## config.mk

```make
export PLATFORM = sky130hd
export DESIGN_NAME = inst_fetch_unit_flat
export DESIGN_NICKNAME = d
export VERILOG_FILES = /design/src/rtl/inst_fetch_unit_pkg.sv /design/src/rtl/inst_fetch_unit_if.sv /design/src/rtl/inst_fetch_unit_fifo.sv /design/src/rtl/inst_fetch_unit.sv /design/src/flat_wrapper.sv
export SDC_FILE = /design/constraint.sdc
export NUM_CORES = 1
export LEC_CHECK = 0
export BUFFER_PORTS_ARGS = -buffer_cell sky130_fd_sc_hd__buf_2
export CAP_MARGIN = 10
export CORE_UTILIZATION = 58
export DETAILED_ROUTE_END_ITERATION = 6
export PLACE_DENSITY = 0.77
export SYNTH_ARGS = -nofsm -noshare
export SYNTH_HDL_FRONTEND = slang
export SYNTH_HIERARCHICAL = 1
export SYNTH_SLANG_ARGS = --single-unit
```

## constraint.sdc

```tcl
create_clock -name clk -period 4.9 [get_ports clk]
set_clock_uncertainty 0.2 [all_clocks]
set_input_delay 0.735 -clock clk [delete_from_list [all_inputs] [get_ports clk]]
set_output_delay 0.735 -clock clk [all_outputs]
set_load 0.01 [all_outputs]
```

## src/rtl/inst_fetch_unit_pkg.sv

```systemverilog
// Shared definitions for the instruction fetch front-end: FSM state type and
// FIFO entry width helper.
package inst_fetch_unit_pkg;

  typedef enum logic [1:0] {
    IFU_IDLE = 2'd0,
    IFU_REQ  = 2'd1,
    IFU_DROP = 2'd2
  } ifu_state_e;

  // A FIFO entry carries {pc, instruction}.
  function automatic int unsigned ifu_entry_w(input int unsigned word_size);
    return 2 * word_size;
  endfunction

endpackage

```

## src/rtl/inst_fetch_unit_if.sv

```systemverilog
// Memory-request and decode-side signals of the fetch unit, grouped as one bus.
// master = fetch unit, slave = memory/decode environment.
interface inst_fetch_unit_if #(
  parameter int unsigned WORD_SIZE = 16
) ();

  logic                 mem_read;
  logic [WORD_SIZE-1:0] mem_addr;
  logic [WORD_SIZE-1:0] mem_data;
  logic                 mem_ready;
  logic                 redirect;
  logic [WORD_SIZE-1:0] redirect_pc;
  logic                 inst_valid;
  logic [WORD_SIZE-1:0] inst;
  logic [WORD_SIZE-1:0] inst_pc;
  logic                 inst_ready;
  logic [WORD_SIZE-1:0] inst_count;
  logic [WORD_SIZE-1:0] stall_count;

  modport master (
    output mem_read, mem_addr, inst_valid, inst, inst_pc, inst_count, stall_count,
    input  mem_data, mem_ready, redirect, redirect_pc, inst_ready
  );

  modport slave (
    input  mem_read, mem_addr, inst_valid, inst, inst_pc, inst_count, stall_count,
    output mem_data, mem_ready, redirect, redirect_pc, inst_ready
  );

endinterface

```

## src/rtl/inst_fetch_unit_fifo.sv

```systemverilog
// Synchronous prefetch FIFO (fetch_fifo). Pointers carry an extra MSB so that
// full and empty are distinguishable without a separate counter.
module fetch_fifo #(
  parameter int unsigned WIDTH = 32,
  parameter int unsigned DEPTH = 4
) (
  input  logic                     clk,
  input  logic                     reset_n,
  input  logic                     push,
  input  logic                     pop,
  input  logic                     flush,
  input  logic [WIDTH-1:0]         din,
  output logic [WIDTH-1:0]         dout,
  output logic [$clog2(DEPTH):0]   count,
  output logic                     full,
  output logic                     empty
);

  localparam int unsigned AW = $clog2(DEPTH);

  logic [WIDTH-1:0] r_mem [DEPTH];
  logic [AW:0]      r_wr_ptr;
  logic [AW:0]      r_rd_ptr;
  logic             w_do_push;
  logic             w_do_pop;

  assign empty     = (r_wr_ptr == r_rd_ptr);
  assign full      = (r_wr_ptr[AW] != r_rd_ptr[AW]) &&
                     (r_wr_ptr[AW-1:0] == r_rd_ptr[AW-1:0]);
  assign count     = r_wr_ptr - r_rd_ptr;
  assign dout      = r_mem[r_rd_ptr[AW-1:0]];
  assign w_do_pop  = pop & ~empty;
  assign w_do_push = push & (~full | w_do_pop);

  always_ff @(posedge clk or negedge reset_n) begin
    if (!reset_n) begin
      r_wr_ptr <= '0;
      r_rd_ptr <= '0;
    end else if (flush) begin
      r_wr_ptr <= '0;
      r_rd_ptr <= '0;
    end else begin
      if (w_do_push) r_wr_ptr <= r_wr_ptr + 1'b1;
      if (w_do_pop)  r_rd_ptr <= r_rd_ptr + 1'b1;
    end
  end

  always_ff @(posedge clk) begin
    if (w_do_push && !flush) r_mem[r_wr_ptr[AW-1:0]] <= din;
  end

endmodule

```

## src/rtl/inst_fetch_unit.sv

```systemverilog
// Instruction fetch front-end: request FSM, fetch PC, prefetch FIFO and counters.
// Optional decode-starvation counter enabled by defining IFU_STALL_COUNT_EN.
module inst_fetch_unit
  import inst_fetch_unit_pkg::*;
#(
  parameter int unsigned          WORD_SIZE  = 16,
  parameter int unsigned          FIFO_DEPTH = 4,
  parameter logic [WORD_SIZE-1:0] RESET_PC   = '0
) (
  input logic               clk,
  input logic               reset_n,
  inst_fetch_unit_if.master bus
);

  localparam int unsigned ENTRY_W = ifu_entry_w(WORD_SIZE);
  localparam int unsigned CW      = $clog2(FIFO_DEPTH) + 1;
  localparam logic [CW-1:0] LAST_SLOT = CW'(FIFO_DEPTH - 1);

  ifu_state_e           r_state, w_state_nxt;
  logic [WORD_SIZE-1:0] r_fetch_pc, w_fetch_pc_nxt;
  logic                 r_mem_read, w_mem_read_nxt;
  logic [WORD_SIZE-1:0] r_mem_addr, w_mem_addr_nxt;
  logic [WORD_SIZE-1:0] r_inst_count;
  logic [WORD_SIZE-1:0] w_pc_inc;
  logic [WORD_SIZE-1:0] w_drop_pc;
  logic                 w_push, w_pop, w_flush;
  logic [ENTRY_W-1:0]   w_fifo_dout;
  logic [CW-1:0]        w_fifo_count;
  logic                 w_fifo_full, w_fifo_empty;

  assign w_pc_inc  = r_fetch_pc + WORD_SIZE'(1);
  assign w_drop_pc = bus.redirect ? bus.redirect_pc : r_fetch_pc;
  assign w_pop     = ~w_fifo_empty & bus.inst_ready;

  always_ff @(posedge clk or negedge reset_n) begin
    if (!reset_n) begin
      r_state    <= IFU_IDLE;
      r_fetch_pc <= RESET_PC;
      r_mem_read <= 1'b0;
      r_mem_addr <= RESET_PC;
    end else begin
      r_state    <= w_state_nxt;
      r_fetch_pc <= w_fetch_pc_nxt;
      r_mem_read <= w_mem_read_nxt;
      r_mem_addr <= w_mem_addr_nxt;
    end
  end

  always_comb begin
    w_state_nxt    = r_state;
    w_fetch_pc_nxt = r_fetch_pc;
    w_mem_read_nxt = r_mem_read;
    w_mem_addr_nxt = r_mem_addr;
    w_push         = 1'b0;
    w_flush        = 1'b0;
    unique case (r_state)
      IFU_IDLE: begin
        if (bus.redirect) begin
          w_flush        = 1'b1;
          w_fetch_pc_nxt = bus.redirect_pc;
        end else if (!w_fifo_full) begin
          w_state_nxt    = IFU_REQ;
          w_mem_read_nxt = 1'b1;
          w_mem_addr_nxt = r_fetch_pc;
        end
      end
      IFU_REQ: begin
        if (bus.redirect) begin
          w_flush        = 1'b1;
          w_fetch_pc_nxt = bus.redirect_pc;
          w_mem_read_nxt = 1'b0;
          w_state_nxt    = bus.mem_ready ? IFU_IDLE : IFU_DROP;
        end else if (bus.mem_ready) begin
          w_push         = 1'b1;
          w_fetch_pc_nxt = w_pc_inc;
          // Room test counts the entry being pushed plus the next request.
          if (w_fifo_count < LAST_SLOT) begin
            w_mem_addr_nxt = w_pc_inc;
          end else begin
            w_mem_read_nxt = 1'b0;
            w_state_nxt    = IFU_IDLE;
          end
        end
      end
      IFU_DROP: begin
        w_fetch_pc_nxt = w_drop_pc;
        if (bus.mem_ready) begin
          if (!w_fifo_full) begin
            w_state_nxt    = IFU_REQ;
            w_mem_read_nxt = 1'b1;
            w_mem_addr_nxt = w_drop_pc;
          end else begin
            w_state_nxt    = IFU_IDLE;
          end
        end
      end
      default: w_state_nxt = IFU_IDLE;
    endcase
  end

  fetch_fifo #(
    .WIDTH (ENTRY_W),
    .DEPTH (FIFO_DEPTH)
  ) u_fifo (
    .clk     (clk),
    .reset_n (reset_n),
    .push    (w_push),
    .pop     (w_pop),
    .flush   (w_flush),
    .din     ({r_fetch_pc, bus.mem_data}),
    .dout    (w_fifo_dout),
    .count   (w_fifo_count),
    .full    (w_fifo_full),
    .empty   (w_fifo_empty)
  );

  always_ff @(posedge clk or negedge reset_n) begin
    if (!reset_n) r_inst_count <= '0;
    else if (w_pop) r_inst_count <= r_inst_count + WORD_SIZE'(1);
  end

`ifdef IFU_STALL_COUNT_EN
  logic [WORD_SIZE-1:0] r_stall_count;

  always_ff @(posedge clk or negedge reset_n) begin
    if (!reset_n) r_stall_count <= '0;
    else if (bus.inst_ready && w_fifo_empty && !bus.redirect)
      r_stall_count <= r_stall_count + WORD_SIZE'(1);
  end

  assign bus.stall_count = r_stall_count;
`else
  assign bus.stall_count = '0;
`endif

  assign bus.mem_read   = r_mem_read;
  assign bus.mem_addr   = r_mem_addr;
  assign bus.inst_count = r_inst_count;
  assign bus.inst_valid = ~w_fifo_empty;
  assign bus.inst       = w_fifo_empty ? '0 : w_fifo_dout[WORD_SIZE-1:0];
  assign bus.inst_pc    = w_fifo_empty ? '0 : w_fifo_dout[ENTRY_W-1:WORD_SIZE];

endmodule

```

## src/flat_wrapper.sv

```systemverilog
// flat-port wrapper written by rule: the top's interface ports become plain ports
module inst_fetch_unit_flat import inst_fetch_unit_pkg::*;
#(
  parameter int unsigned          WORD_SIZE  = 16,
  parameter int unsigned          FIFO_DEPTH = 4,
  parameter logic [WORD_SIZE-1:0] RESET_PC   = '0
)
  (clk, reset_n, bus_mem_read, bus_mem_addr, bus_inst_valid, bus_inst, bus_inst_pc, bus_inst_count, bus_stall_count, bus_mem_data, bus_mem_ready, bus_redirect, bus_redirect_pc, bus_inst_ready);
  inst_fetch_unit_if #(.WORD_SIZE(WORD_SIZE)) bus_i ();
  input logic clk;
  input logic reset_n;
  output wire logic [$bits(bus_i.mem_read)-1:0] bus_mem_read;
  output wire logic [$bits(bus_i.mem_addr)-1:0] bus_mem_addr;
  output wire logic [$bits(bus_i.inst_valid)-1:0] bus_inst_valid;
  output wire logic [$bits(bus_i.inst)-1:0] bus_inst;
  output wire logic [$bits(bus_i.inst_pc)-1:0] bus_inst_pc;
  output wire logic [$bits(bus_i.inst_count)-1:0] bus_inst_count;
  output wire logic [$bits(bus_i.stall_count)-1:0] bus_stall_count;
  input wire logic [$bits(bus_i.mem_data)-1:0] bus_mem_data;
  input wire logic [$bits(bus_i.mem_ready)-1:0] bus_mem_ready;
  input wire logic [$bits(bus_i.redirect)-1:0] bus_redirect;
  input wire logic [$bits(bus_i.redirect_pc)-1:0] bus_redirect_pc;
  input wire logic [$bits(bus_i.inst_ready)-1:0] bus_inst_ready;
  assign bus_mem_read = bus_i.mem_read;
  assign bus_mem_addr = bus_i.mem_addr;
  assign bus_inst_valid = bus_i.inst_valid;
  assign bus_inst = bus_i.inst;
  assign bus_inst_pc = bus_i.inst_pc;
  assign bus_inst_count = bus_i.inst_count;
  assign bus_stall_count = bus_i.stall_count;
  assign bus_i.mem_data = bus_mem_data;
  assign bus_i.mem_ready = bus_mem_ready;
  assign bus_i.redirect = bus_redirect;
  assign bus_i.redirect_pc = bus_redirect_pc;
  assign bus_i.inst_ready = bus_inst_ready;
  inst_fetch_unit #(.WORD_SIZE(WORD_SIZE), .FIFO_DEPTH(FIFO_DEPTH), .RESET_PC(RESET_PC)) u_core (.clk(clk), .reset_n(reset_n), .bus(bus_i));
endmodule
```

==> out/qor.txt <==
Status = finished with violations
Failing checks = design-rule violations
Reg2reg end = u_core/bus.mem_addr[9]$_DFFE_PN0P_
Initial antenna violation count = 0
Mapped Cells = 658
Fin util = 0.6787
Pwr dens = 600.6 nW/um^2
Lkg Pwr = 3.766 nW
Final Critical Period = 3.167 ns
# hold bufs at CTS = 0
Port Buffers = 102
Core Box Area = 14700 um^2
Post-CTS setup buffer count = 0
Die area = 15790 um^2
Yosys reg bits = 185
DR vias = 5947
Sequential share of the synthesized area = 0.5942
Most numerous cell in the Yosys netlist = edfxtp_1
Final WS setup = 1.733 ns
Final nets = 797
Die X = 125.7 um
Reg2Reg Launch Point = u_core/u_fifo/r_wr_ptr[0]$_DFFE_PN0P_
Dpl cells = 911
Non-filler cells, final = 943
Post-synthesis async set-or-reset flop share = 0.3081
Routed wire length = 19110 um
Io pins = 119
Number of remaining DRC errors = 7
H-tree levels = 4
Comb pwr share = 0.411
HPWL after DPL = 12130 um
Clock power share = 0.210
Arrival time worst endpoint = 2.23 ns
Fill count = 1055
Placement Rows = 44
Critical Path End = bus_inst_pc[9]
Share of cells above drive strength 1 = 0.2516
RSZ-0062 raised after global routing = false
DRT Pass-1 Iters = 7
CTS Buf Count = 17
CTS tree = built
Vias/cell = 6.306
Worst slew pin tran = 0.8650 ns
Yosys warns = 6
Flop-to-flop setup slack = 1.87 ns
Vias in the first global route = 5884
ANT cells = 0
Most instantiated cells after synthesis = 128 x edfxtp_1, 57 x dfrtp_1, 37 x nor2b_1
Seq pwr share = 0.379
Setup-failing EPs final = 0
Final Wtd Congestion = 0.9288
Synth area leaders = edfxtp_1 43%, dfrtp_1 16%, mux4_2 8.1%, nor2b_1 2.6%, o21ai_0 1.9%
Post-route ant nets = 0
CTS resizes = 0
Post-Place Worst Slack = 1.424 ns
Primary FF master, synth = edfxtp_1
Max Freq = 0.3158 GHz
Cell Int Power = 3.660 mW
WL per Instance = 20.27 um
Initial Util = 0.6033
Yosys top cell by area = edfxtp_1
CP Class = reg -> out
Area fraction of the dominant cell type after synthesis = 0.4334
Reg2reg path depth = 8
Final Power = 5.992 mW
Setup_tns = 0 ns
CP Capture Type = primary output
GRT Total Usage = 0.2557
Req. time, crit path = 3.96 ns
Max-cap violations = 0
Period Utilization, post-route = 0.6463
Clock tree buffer depth = 2
EDFF count, synth = 128
Fin. max-slew vios = 0
CTS root buf = clkbuf_16
Slew margin rel. = 0.4199
Iteration-0 DRC Markers = 489
CTS Sinks = 185
Synth Cell Area = 8869 um^2
Sw frac = 0.3892
Worst VDD drop = 0.3886 mV
Critical path launch point type = flop
Crit-path max FO = 35
First-pass GRT wire length = 30890 um
Latest clock arrival within the worst-skew pair = 0.42 ns
Hold Crit Class = in -> async
Area delta synth->final = 12.49%
Hold Vio Cnt, Final = 0
CP Launch Point = u_core/u_fifo/r_rd_ptr[0]$_DFFE_PN0P_
Largest net degree at the start of global routing = 58
P_sw = 2.332 mW
Syn Area/Cell = 13.48 um^2
Synth cell types = 71
Congestion Overflow GR = 0
Die H = 125.7 um
Worst-path clk slew = 0.06 ns
[cells in the final DEF (no fill, tap or decap), drive strengths merged, types with 14 or more instances in the layout]
cell type / instances
nor2b: 37
dfrtp: 57
mux2i: 14
buf: 115
conb: 16
a21oi: 30
xnor2: 15
inv: 18
o21ai: 36
edfxtp: 128
nand2: 26
nor2: 18
mux4: 32
clkbuf: 25
[kinds of logic (layout without fill, tap and decap cells)]
logic type,Yosys count,count (layout),synth area share
AOI/OAI and AO/OA,141,141,0.1062
xor gates and xnor gates,18,18,0.01778
adders and majority gates,14,14,0.02060
buffers and inverters,80,166,0.04515
DFF,185,185,0.5942
muxes,54,54,0.1076
other,1,16,0.0004228
and+or+nand+nor,165,165,0.1079
[layout make-up]
| class | count | area (um^2) | area share |
|---|---|---|---|
| Tap cell | 184 | 230.2 | 0.02308 |
| Multi-Input combinational cell | 408 | 3257 | 0.3265 |
| Clock buffer | 25 | 465.4 | 0.04666 |
| Sequential cell | 185 | 5271 | 0.5284 |
| Timing Repair Buffer | 115 | 608.1 | 0.06096 |
| Clock inverter | 7 | 72.57 | 0.007275 |
| Inverter | 19 | 71.32 | 0.007149 |
[routing by layer]
metal / track usage / vias up / wire (um) / share of wire
met2: 0.4118 / 280 / 9224 / 0.48
met5: 0 / - / 0 / 0
met3: 0.06032 / 45 / 1372 / 0.072
li1: - / 2671 / - / -
met4: 0.07819 / 0 / 268 / 0.014
met1: 0.3489 / 2951 / 8248 / 0.43
[worst min path at each step]
stage / start / to / slack, ns / depth (start not counted)
floorplan: reset_n / u_core/bus.inst_count[0]$_DFFE_PN0P_ / 0.24 / 0
global placement: u_core/bus.inst_count[15]$_DFFE_PN0P_ / u_core/bus.inst_count[15]$_DFFE_PN0P_ / 0.26 / 1
detailed placement: u_core/bus.inst_count[15]$_DFFE_PN0P_ / u_core/bus.inst_count[15]$_DFFE_PN0P_ / 0.27 / 1
CTS: reset_n / u_core/bus.inst_count[6]$_DFFE_PN0P_ / 0.28 / 2
global route: reset_n / u_core/bus.inst_count[15]$_DFFE_PN0P_ / 0.30 / 2
finish: reset_n / u_core/bus.inst_count[6]$_DFFE_PN0P_ / 0.25 / 2
[state kept, by name, summed over array words and instances, names as in the netlist]
register and cells:
u_core/bus.mem_read 1, u_core/r_fetch_pc 16, u_core/u_fifo/r_mem 128, u_core/bus.inst_count 16, u_core/r_state 2, u_core/bus.mem_addr 16
u_core/u_fifo/r_rd_ptr 3, u_core/u_fifo/r_wr_ptr 3
[per-stage QoR]
step / hold slack (ns) / instance area (um^2)
2_1_floorplan: 0.2394 / 8925
3_3_place_gp: 0.2561 / 9438
3_5_place_dp: 0.2657 / 9438
4_1_cts: 0.2784 / 9976
5_1_grt: 0.3013 / 9976
6_report: 0.2470 / 9976
[power by group through the flow]
stage	sequential [mW]	combinational, mW	clock [mW]
2_1_floorplan	2.19	1.74	0
3_3_place_gp	2.26	2.37	0
3_5_place_dp	2.29	2.43	0
4_1_cts	2.26	2.45	1.28
5_1_grt	2.31	2.69	1.35
6_report	2.27	2.46	1.26
[critical path, stage by stage (launching register included)]
cell and delay, ns:
dfrtp_2 0.35, buf_4 0.53, mux4_2 0.59, nor2b_1 0.16, buf_2 0.16
No activity file was read; power rests on OpenSTA's default activity.
